===== src/rtl/vend_session_ctrl_pkg.sv =====
// Shared definitions for the vending purchase-session controller.
// Holds the session state codes, hopper coin-type codes, default
// parameter values and the change-denomination priority helper.
package vend_session_ctrl_pkg;

   localparam int DEF_TIMEOUT_CYCLES = 200;
   localparam int DEF_PAYOUT_GAP     = 2;
   localparam int DEF_CNT_W          = 2;

   typedef enum logic [2:0] {
      ST_IDLE    = 3'd0,
      ST_SELECT  = 3'd1,
      ST_COLLECT = 3'd2,
      ST_PAYOUT  = 3'd3,
      ST_DONE    = 3'd4,
      ST_ABORT   = 3'd5
   } state_t;

   typedef enum logic [1:0] {
      COIN_NONE    = 2'd0,
      COIN_NICKEL  = 2'd1,
      COIN_DIME    = 2'd2,
      COIN_QUARTER = 2'd3
   } coin_t;

   // Largest denomination still owed goes out first.
   function automatic coin_t next_coin(input logic have_q,
                                       input logic have_d,
                                       input logic have_n);
      coin_t c;
      if (have_q) begin
         c = COIN_QUARTER;
      end else if (have_d) begin
         c = COIN_DIME;
      end else if (have_n) begin
         c = COIN_NICKEL;
      end else begin
         c = COIN_NONE;
      end
      return c;
   endfunction

endpackage


===== src/rtl/vend_session_ctrl_payout.sv =====
// Serial change payout sequencer.
// Latches three change counts on load, then while enabled emits one
// single-cycle hopper pulse at a time (quarters, dimes, nickels) with
// PAYOUT_GAP idle cycles between pulses.
// Ports:
//   clk, reset                       clock, synchronous active-high reset
//   load                             capture quarter/dime/nickel counts
//   en                               sequencer may emit pulses
//   quarter_cnt/dime_cnt/nickel_cnt  counts to pay out
//   hop_quarter/hop_dime/hop_nickel  registered 1-cycle eject pulses
//   pay_done                         nothing left to pay
module vend_session_ctrl_payout
   import vend_session_ctrl_pkg::*;
#(
   parameter int PAYOUT_GAP = DEF_PAYOUT_GAP,
   parameter int CNT_W      = DEF_CNT_W
) (
   input  logic             clk,
   input  logic             reset,
   input  logic             load,
   input  logic             en,
   input  logic [CNT_W-1:0] quarter_cnt,
   input  logic [CNT_W-1:0] dime_cnt,
   input  logic [CNT_W-1:0] nickel_cnt,
   output logic             hop_quarter,
   output logic             hop_dime,
   output logic             hop_nickel,
   output logic             pay_done
);

   localparam int               GAP_W    = $clog2(PAYOUT_GAP + 1);
   localparam logic [GAP_W-1:0] GAP_LOAD = GAP_W'(PAYOUT_GAP);
   localparam logic [GAP_W-1:0] GAP_ZERO = {GAP_W{1'b0}};
   localparam logic [CNT_W-1:0] CNT_ZERO = {CNT_W{1'b0}};
   localparam logic [CNT_W-1:0] CNT_ONE  = CNT_W'(1);

   logic [CNT_W-1:0] q_r, d_r, n_r, q_s, d_s, n_s;
   logic [GAP_W-1:0] gap_r, gap_s;
   logic             hq_s, hd_s, hn_s;
   coin_t            pick_s;

   assign pick_s   = next_coin(q_r != CNT_ZERO, d_r != CNT_ZERO, n_r != CNT_ZERO);
   // Done as soon as the last coin is committed; the trailing gap is not waited out.
   assign pay_done = (pick_s == COIN_NONE);

   // Next-state: load counts, count down the gap, or commit the next coin.
   always_comb begin
      q_s   = q_r;
      d_s   = d_r;
      n_s   = n_r;
      gap_s = gap_r;
      hq_s  = 1'b0;
      hd_s  = 1'b0;
      hn_s  = 1'b0;
      if (load) begin
         q_s   = quarter_cnt;
         d_s   = dime_cnt;
         n_s   = nickel_cnt;
         gap_s = GAP_ZERO;
      end else if (!en) begin
         gap_s = gap_r;
      end else if (gap_r != GAP_ZERO) begin
         gap_s = gap_r - GAP_W'(1);
      end else begin
         case (pick_s)
            COIN_QUARTER: begin q_s = q_r - CNT_ONE; hq_s = 1'b1; gap_s = GAP_LOAD; end
            COIN_DIME:    begin d_s = d_r - CNT_ONE; hd_s = 1'b1; gap_s = GAP_LOAD; end
            COIN_NICKEL:  begin n_s = n_r - CNT_ONE; hn_s = 1'b1; gap_s = GAP_LOAD; end
            COIN_NONE:    gap_s = GAP_ZERO;
            default:      gap_s = GAP_ZERO;
         endcase
      end
   end

   // Count, gap and pulse registers; reset discards any owed change.
   always_ff @(posedge clk) begin
      if (reset) begin
         q_r         <= CNT_ZERO;
         d_r         <= CNT_ZERO;
         n_r         <= CNT_ZERO;
         gap_r       <= GAP_ZERO;
         hop_quarter <= 1'b0;
         hop_dime    <= 1'b0;
         hop_nickel  <= 1'b0;
      end else begin
         q_r         <= q_s;
         d_r         <= d_s;
         n_r         <= n_s;
         gap_r       <= gap_s;
         hop_quarter <= hq_s;
         hop_dime    <= hd_s;
         hop_nickel  <= hn_s;
      end
   end

endmodule


===== src/rtl/vend_session_ctrl.sv =====
// Purchase-session sequencer in front of the vending machine.
// Admits a user on a face-recognition grant, latches the item choice,
// enables the coin acceptor, supervises inactivity timeouts and turns the
// machine's change counts into serial hopper pulses. All outputs registered.
// Ports:
//   clk, reset                 clock, synchronous active-high reset
//   face_valid, face_ok        recognition result strobe and verdict
//   sel_req, sel_item          select strobe and item choice
//   coin_in                    coin accepted strobe
//   vm_dispense, vm_*_out      machine dispense strobe and change counts
//   vm_reset, vm_choice        machine held-reset and latched choice
//   coin_en                    coin acceptor enable
//   hop_quarter/dime/nickel    hopper eject pulses
//   busy                       session in progress
//   session_done, timeout, auth_fail, refund_req   status pulses
module vend_session_ctrl
   import vend_session_ctrl_pkg::*;
#(
   parameter int TIMEOUT_CYCLES = DEF_TIMEOUT_CYCLES,
   parameter int PAYOUT_GAP     = DEF_PAYOUT_GAP,
   parameter int CNT_W          = DEF_CNT_W
) (
   input  logic             clk,
   input  logic             reset,
   input  logic             face_valid,
   input  logic             face_ok,
   input  logic             sel_req,
   input  logic             sel_item,
   input  logic             coin_in,
   input  logic             vm_dispense,
   input  logic [CNT_W-1:0] vm_nickel_out,
   input  logic [CNT_W-1:0] vm_dime_out,
   input  logic [CNT_W-1:0] vm_quarter_out,
   output logic             vm_reset,
   output logic             vm_choice,
   output logic             coin_en,
   output logic             hop_nickel,
   output logic             hop_dime,
   output logic             hop_quarter,
   output logic             busy,
   output logic             session_done,
   output logic             timeout,
   output logic             auth_fail,
   output logic             refund_req
);

   localparam int               TMR_W    = $clog2(TIMEOUT_CYCLES + 1);
   localparam logic [TMR_W-1:0] TMR_LOAD = TMR_W'(TIMEOUT_CYCLES);
   localparam logic [TMR_W-1:0] TMR_ZERO = {TMR_W{1'b0}};

   state_t           state_r, state_s;
   logic [TMR_W-1:0] timer_r, timer_s, timer_dec_s;
   logic             coin_seen_r, coin_seen_s;
   logic             choice_s, auth_fail_s, load_s, pay_en_s, pay_done_s;

   assign load_s   = (state_r == ST_COLLECT) && vm_dispense;
   assign pay_en_s = (state_r == ST_PAYOUT);

   vend_session_ctrl_payout #(
      .PAYOUT_GAP (PAYOUT_GAP),
      .CNT_W      (CNT_W)
   ) u_payout (
      .clk         (clk),
      .reset       (reset),
      .load        (load_s),
      .en          (pay_en_s),
      .quarter_cnt (vm_quarter_out),
      .dime_cnt    (vm_dime_out),
      .nickel_cnt  (vm_nickel_out),
      .hop_quarter (hop_quarter),
      .hop_dime    (hop_dime),
      .hop_nickel  (hop_nickel),
      .pay_done    (pay_done_s)
   );

   // Session FSM next state, inactivity timer and coin-seen flag.
   always_comb begin
      state_s     = state_r;
      timer_s     = timer_r;
      coin_seen_s = coin_seen_r;
      choice_s    = vm_choice;
      auth_fail_s = 1'b0;
      timer_dec_s = (timer_r == TMR_ZERO) ? TMR_ZERO : (timer_r - TMR_W'(1));
      case (state_r)
         ST_IDLE: begin
            // Timer and refund flag are primed here so SELECT entry starts fresh.
            timer_s     = TMR_LOAD;
            coin_seen_s = 1'b0;
            if (face_valid && face_ok) begin
               state_s = ST_SELECT;
            end else if (face_valid) begin
               auth_fail_s = 1'b1;
            end else begin
               state_s = ST_IDLE;
            end
         end
         ST_SELECT: begin
            if (sel_req) begin
               choice_s = sel_item;
               timer_s  = timer_dec_s;
               state_s  = ST_COLLECT;
            end else if (timer_r == TMR_ZERO) begin
               state_s = ST_ABORT;
            end else begin
               timer_s = timer_dec_s;
            end
         end
         ST_COLLECT: begin
            if (coin_in) begin
               coin_seen_s = 1'b1;
            end else begin
               coin_seen_s = coin_seen_r;
            end
            // Dispense and a coin both outrank expiry in the same cycle.
            if (vm_dispense) begin
               state_s = ST_PAYOUT;
            end else if (coin_in) begin
               timer_s = TMR_LOAD;
            end else if (timer_r == TMR_ZERO) begin
               state_s = ST_ABORT;
            end else begin
               timer_s = timer_dec_s;
            end
         end
         ST_PAYOUT: begin
            if (pay_done_s) begin
               state_s = ST_DONE;
            end else begin
               state_s = ST_PAYOUT;
            end
         end
         ST_DONE:  state_s = ST_IDLE;
         ST_ABORT: state_s = ST_IDLE;
         default:  state_s = ST_IDLE;
      endcase
   end

   // State, timer and registered outputs derived from the upcoming state.
   always_ff @(posedge clk) begin
      if (reset) begin
         state_r      <= ST_IDLE;
         timer_r      <= TMR_ZERO;
         coin_seen_r  <= 1'b0;
         vm_reset     <= 1'b1;
         vm_choice    <= 1'b0;
         coin_en      <= 1'b0;
         busy         <= 1'b0;
         session_done <= 1'b0;
         timeout      <= 1'b0;
         auth_fail    <= 1'b0;
         refund_req   <= 1'b0;
      end else begin
         state_r      <= state_s;
         timer_r      <= timer_s;
         coin_seen_r  <= coin_seen_s;
         vm_reset     <= !((state_s == ST_COLLECT) || (state_s == ST_PAYOUT));
         vm_choice    <= choice_s;
         coin_en      <= (state_s == ST_COLLECT);
         busy         <= (state_s != ST_IDLE);
         session_done <= (state_s == ST_DONE);
         timeout      <= (state_s == ST_ABORT);
         auth_fail    <= auth_fail_s;
         refund_req   <= (state_s == ST_ABORT) && coin_seen_s;
      end
   end

endmodule


===== config.mk =====
export PLATFORM = sky130hd
export DESIGN_NAME = vend_session_ctrl
export DESIGN_NICKNAME = d
export VERILOG_FILES = /design/src/rtl/vend_session_ctrl_pkg.sv /design/src/rtl/vend_session_ctrl_payout.sv /design/src/rtl/vend_session_ctrl.sv
export SDC_FILE = /design/constraint.sdc
export NUM_CORES = 1
export LEC_CHECK = 0
export ABC_AREA = 1
export BUFFER_PORTS_ARGS = -buffer_cell sky130_fd_sc_hd__buf_4
export CAP_MARGIN = 25
export CORE_UTILIZATION = 45
export CTS_BUF_LIST = sky130_fd_sc_hd__clkbuf_4 sky130_fd_sc_hd__clkbuf_8
export DETAILED_ROUTE_END_ITERATION = 7
export PLACE_DENSITY_LB_ADDON = 0.12
export SYNTH_ARGS = -nofsm -noshare
export SYNTH_HDL_FRONTEND = slang
export SYNTH_SLANG_ARGS = --single-unit

===== constraint.sdc =====
create_clock -name clk -period 3.7 [get_ports clk]
set_input_delay 0.925 -clock clk [delete_from_list [all_inputs] [get_ports clk]]
set_output_delay 0.925 -clock clk [all_outputs]
set_load 0.1 [all_outputs]

# After elaboration in Yosys (flattened, before gate mapping)
# Cells that the tools add are included.
# op_classes
n_mux,37
bitwise_logic,2
reduce_logical,27
addsub,5
n_eq_ne,12
# ops
cell,n
8-bit two-way mux,5
2-bit two-way mux,15
8-bit one-hot mux with 3 select lines,1
3-bit two-way mux,7
2-bit nonzero test,8
3-bit by 2-bit == test with 1-bit output (second input constant),4
3-bit one-hot mux with 4 select lines,1
3-bit AND reduction,3
8-bit logical NOT,1
2-bit by 1-bit subtractor with 2-bit output (second input constant),4
8-bit by 1-bit subtractor with 8-bit output (second input constant),1
3-bit == test (second input constant),2
1-bit two-way mux,6
3-bit nonzero test,2
3-bit OR reduction,2
2-bit == test (second input constant),2
2-bit != test (second input constant),2
2-bit one-hot mux with 2 select lines,1
2-bit AND reduction,2
4-bit OR reduction,1
3-bit by 1-bit == test with 1-bit output (second input constant),1
1-bit logical AND,3
3-bit logical NOT,1
2-bit by 1-bit == test with 1-bit output (second input constant),1
6 further kinds,7
# word_totals
inputBits,14
output_inout_bits,11
word_cells,101
register_bits,31

# Logic depth before layout (Yosys ltp)
# Gate-level depths: netlist of run 1.
# depth
word_depth,10
ltp_mapped,10
depth_no_buf,10

# By module
# From an unflattened synthesis of run 1, not the netlist that was laid out.
# hier_totals
cells_unflattened,233
area_unflattened_um2,1629.1
# modules_own_cells
module,cells_per_inst,area_per_inst_um2,n_inst,seq_area_each_um2
vend_session_ctrl,142,1023.5,1,400.4
vend_session_ctrl_payout,91,605.6,1,220.2

# Worst setup path after synthesis of run 1
# OpenSTA, ideal clock, no wires.
# synth_timing
kind,register -> output
startpoint,register vm_choice
endpoint,output vm_choice
arrival_ns,0.921
path_stages_with_launch,1
n_path_buf,0
t_required_ns,2.775
slack_ns,1.854
cell_sequence,dfxtp_1
# synth_rtl
item,line,text
"start, declared",vend_session_ctrl.sv:35,"output logic vm_choice,"
"start signal, assigned",vend_session_ctrl.sv:157,vm_choice <= choice_s;
# No word-level cell between the ends.

# Worst setup path after layout of run 1
# layout_timing
startpoint,register vm_choice
endpoint,output vm_choice
# No word-level cell between the ends.

==> results of run 1 <==
-- cell usage in the layout, fill, tap and decap left out, types with 2 or more instances in the layout --
master / Yosys / final
a21oi_1: 18 / 18
buf_4: 1 / 24
clkbuf_4: 0 / 6
clkbuf_8: 0 / 2
dfxtp_1: 31 / 31
ha_1: 5 / 5
inv_1: 36 / 36
nand2_1: 50 / 50
nand2_4: 2 / 2
nand3_1: 12 / 12
nand3b_1: 2 / 2
nand4_1: 2 / 2
nor2_1: 37 / 37
nor2_2: 2 / 2
nor3_1: 3 / 3
o21ai_0: 19 / 19
o21ai_2: 2 / 2
xor2_1: 3 / 3
-- layer usage --
layer / vias up / GRT usage (%)
met3: 6 / 7.14
met1: 627 / 28.0
met2: 29 / 28.0
met5: - / 0
li1: 798 / -
met4: 0 / 8.57
-- flip-flops by register name, summed over array words and instances, names as in the netlist, 2 cells and up --
name / count
u_payout.n_r: 2
state_r: 3
timer_r: 8
u_payout.q_r: 2
u_payout.gap_r: 2
u_payout.d_r: 2
-- kinds of logic after synthesis --
kind of cell,synth area share [%]
DFF,39.0
adders and majority gates,3.93
buffers and inverters,9.76
xor gates and xnor gates,1.65
and+or+nand+nor,30.0
AOI/OAI and AO/OA,15.7
-- worst paths after layout --
| path | slack (ps) | from | to |
|---|---|---|---|
| worst min-delay path | 490 | u_payout.d_r[1]$_SDFFE_PP0P_ | u_payout.d_r[1]$_SDFFE_PP0P_ |
| worst max-delay path | 1800 | vm_choice$_SDFFE_PP0P_ | vm_choice |
| worst min register to register | 490 | u_payout.d_r[1]$_SDFFE_PP0P_ | u_payout.d_r[1]$_SDFFE_PP0P_ |
| worst max register to register | 1970 | timer_r[0]$_SDFFE_PP0P_ | timer_r[0]$_SDFFE_PP0P_ |
-- power by group through the flow --
stage / registers, mW / clock network, mW / logic [mW]
CTS: 0.365 / 0.243 / 0.209
finish: 0.365 / 0.240 / 0.208
detailed placement: 0.373 / 0 / 0.207
global placement: 0.373 / 0 / 0.208
floorplan: 0.409 / 0 / 0.123
global route: 0.368 / 0.256 / 0.236
-- cell type report --
| type | instances | area [sq um] |
|---|---|---|
| Sequential cell | 31 | 621 |
| Inverter | 37 | 139 |
| Multi-Input combinational cell | 164 | 815 |
| Tap cell | 46 | 57.6 |
| Timing Repair Buffer | 24 | 180 |
| Clock buffer | 8 | 72.6 |
| Fill cell | 349 | 1480 |
==> impl_metrics.toml, run 1 <==
[status]
status = "finished clean"

[timing]
timing.final.crit_share_pct = 51.3
skew_ps = 11.1
fmax_mhz = 527
tightest_slew_ps = 619
finalMaxSlewViolations = 0
rsz0062_at_grt = "false"
whs_ps = 492
fin_crit_ps = 1900
finalWorstSetupSlack_ps = 1800
setup_tns_ps = 0
finalSetupViolations = 0
relSlewSlack_pct = 58.6
final-hold-violation-count = 0

[power]
ir_drop_mv = 0.264
swShare_pct = 33.9
power.switching_uw = 276
leakagePower_nw = 0.951
seqPwrFrac_pct = 44.9
power_density_nw_per_um2 = 431
power.share.clock_pct = 29.5
intPower_uw = 537
finalPower_uw = 813
combPwrFrac_pct = 25.6

[route]
wire_per_inst_microns = 10.8
remaining_drc_errors = 0
drt_wl_total_microns = 3360
met2WireLength_microns = 1380
topRoutingLayerUsed = "met4"
wl_met3_microns = 184
postRouteAntennaNets = 0
via_per_inst = 4.71
drtIter0Drc = 81
vias = 1460
drtPass1Iterations = 4
wl_met1_microns = 1730

[cells_and_area]
n_antenna_cell = 0
final_cells = 310
final_util_pct = 56.0
drive_gt1_share_pct = 15.9
layout.nets = 282
area_delta_synth_final_pct = 18.5
stdcell_area_sq_um = 1880

[synthesis]
synth_area_leaders = "dfxtp_1, nand2_1, nor2_1, inv_1, o21ai_0"
netlist_area_sq_um = 1590
synth_edf_count = 0
synth_most_common_cell = "nand2_1"
synthCells = 235
synth_area_per_cell_sq_um = 6.77
synthArstFlopShare_pct = 0
synth-seq-cells = 31
synth_ff_type = "dfxtp_1"
syn_nets = 254
yosysSeqAreaShare_pct = 39.0
yosys.area.top_type = "dfxtp_1"
synth.distinct_cells = 26
yosysTopAreaCellShare_pct = 39.0
synth_warnings = 0
synth_common_cells = "nand2_1, nor2_1, inv_1"

[grt]
grt_pass1_vias = 1202
antenna_found_initial = 0
grt_use_total_pct = 20.1
grt_overflow = 0
grt_pass1_wl_microns = 5400
grt_max_degree = 14

[clock_tree]
insertion_delay_ps = 350
cts_htree_levels = 2
cts_inserted_buffers = 5
cts_buffer_depth = 2
hold_buffers = 0
post_cts_buffers = 0
path_clk_slew_ps = 100
cts_tree = "done"
cts_resized = 0
cts_root_buf = "clkbuf_4"
numClockSinks = 31

[critical_path]
cpMaxStageDelayCell = "dfxtp_1"
crit_fanout = 2
cp.arrival_ps = 970
critPathCaptureType = "output pin"
critPathTopFamily = "flip-flops"
crit_path_start_kind = "flop"
path_cells = "buf_4"
cp.depth = 1
max_stage_delay_ps = 340
reg2regPathDepth = 9
crit_required_ps = 2770
path_buf_inv = 1
crit_type = "flop to output pin"

[floorplanning]
die_area_sq_um = 3780
row_count = 21
start_util_pct = 47.3
fp.dieH_microns = 61.4
num_io_pins = 25
fp.dieW_microns = 61.4
core_sq_um = 3360

[placement]
dp_hpwl_microns = 2500
placed_cell_area_sq_um = 1810
placed_cells = 302
routabilityCongestion = 0.836
dp_slack_ps = 1620
io_buffers = 24

[worst_hold_path]
holdCritPathClass = "flop to flop"
whs_path_depth = 2

[job]
maxCapViolCount = 0
Power figures use the tool's default switching activity.
==> run 2: changes to the inputs <==
==> constraint.sdc (replaced) <==
create_clock -name clk -period 1.9 [get_ports clk]
set_input_delay 0.475 -clock clk [delete_from_list [all_inputs] [get_ports clk]]
set_output_delay 0.475 -clock clk [all_outputs]
set_load 0.1 [all_outputs]
==> impl_metrics.toml, run 2 (same netlist as run 1, synthesis figures left out) <==
[status]
status = "finished clean"

[critical_path]
critPathCaptureType = "flop"
crit_required_ps = 2170
critPathTopFamily = "adder cells"
crit_type = "flop to flop"
crit_fanout = 5
path_buf_inv = 2
cp.arrival_ps = 1940
path_cells = "inv_1 -> ha_1 -> nand2_1 -> nor2_1 -> inv_1 -> ha_1 -> a21oi_1 -> nor2_1 -> nor2_1"
crit_path_start_kind = "flop"
reg2reg_slack_ps = 230
cpMaxStageDelayCell = "dfxtp_1"
max_stage_delay_ps = 320
timing.critical_path.mode_cell = "nor2_1"

[placement]
routabilityCongestion = 0.801
dp_hpwl_microns = 2520
io_buffers = 24
placed_cells = 304

[timing]
setup_tns_ps = 0
finalSetupViolations = 0
tightest_slew_ps = 328
skew_ps = 8.88
rsz0062_at_grt = "false"
final-hold-violation-count = 0
timing.final.crit_share_pct = 87.7
fin_crit_ps = 1670
fmax_mhz = 600
relSlewSlack_pct = 78.1
finalMaxSlewViolations = 0

[cells_and_area]
area_delta_synth_final_pct = 18.5
final_cell_mix = "nand2_1, nor2_1, inv_1"
nFillCells = 378
final_common_cell = "nand2_1"
reg_top3 = "timer_r x8, state_r x3"
drive_gt1_share_pct = 16.5
largest_register_ffs = 8
regMostFlops = "timer_r"
n_antenna_cell = 0
final_cells = 312
layout.nets = 284

[clock_tree]
cts_resized = 0
cts_buffer_depth = 2
insertion_delay_ps = 330
path_clk_slew_ps = 100
cts_inserted_buffers = 5
cts_root_buf = "clkbuf_4"
post_cts_buffers = 0
hold_buffers = 0
cts_tree = "done"
numClockSinks = 31
cts_htree_levels = 2

[route]
remaining_drc_errors = 0
via_per_inst = 4.72
wl_met3_microns = 155
met2WireLength_microns = 1430
wire_per_inst_microns = 10.4
topRoutingLayerUsed = "met4"
postRouteAntennaNets = 0
drt_wl_total_microns = 3250
drtPass1Iterations = 4
drtIter0Drc = 61
vias = 1474
wl_met1_microns = 1640

[grt]
grt_pass1_vias = 1220
antenna_found_initial = 0
grt_pass1_wl_microns = 5320
grt_max_degree = 13
grt_overflow = 0
grt_use_total_pct = 19.6

[floorplanning]
num_io_pins = 25
fp.dieH_microns = 61.4
core_sq_um = 3360
fp.dieW_microns = 61.4
start_util_pct = 47.3
row_count = 21
die_area_sq_um = 3780

[power]
power_density_nw_per_um2 = 795
leakagePower_nw = 0.951
ir_drop_mv = 0.554
finalPower_mw = 1.50

[worst_hold_path]
holdCritPathClass = "input port to flop"

[job]
maxCapViolCount = 0
-- run 2: path summary, 6_finish.rpt --
check	from	endpoint	cells after the start
worst max-delay path	timer_r[0]$_SDFFE_PP0P_	timer_r[0]$_SDFFE_PP0P_	9
worst min-delay path	face_ok	auth_fail$_SDFF_PP0_	2
worst min register to register	timer_r[1]$_SDFFE_PP0P_	timer_r[1]$_SDFFE_PP0P_	2
worst max register to register	timer_r[0]$_SDFFE_PP0P_	timer_r[0]$_SDFFE_PP0P_	9
-- run 2: per-stage QoR --
step | setup slack [ps] | utilization [%] | instance area [sq um] | hold slack [ps]
finish | 234 | 56.0 | 1880 | 316
global route | 96.7 | 56.0 | 1880 | 290
floorplan | 440 | - | 1590 | 452
detailed placement | 270 | 54.3 | 1830 | 473
global placement | 343 | 54.3 | 1830 | 468
CTS | 244 | 56.0 | 1880 | 302
-- run 2: layout make-up --
class / count / area, sq um / share of cell area [%]
multi-input combinational: 164 / 815 / 43.2
sequential: 31 / 621 / 32.9
timing repair buffer: 26 / 195 / 10.4
inverter: 37 / 139 / 7.37
tap: 46 / 57.6 / 3.05
clock buffer: 6 / 45.0 / 2.39
clock inverter: 2 / 12.5 / 0.664
-- run 2: report_power, final --
group / switching (mW) / total (mW) / internal, mW
combinational: 0.277 / 0.408 / 0.130
clock: 0.222 / 0.379 / 0.157
sequential: 0.0260 / 0.712 / 0.686
-- run 2: routing by layer --
metal / GRT usage, % / vias to the layer above
li1: - / 803
met1: 27.3 / 634
met4: 6.67 / 0
met2: 28.6 / 34
met3: 6.09 / 3
met5: 0 / -
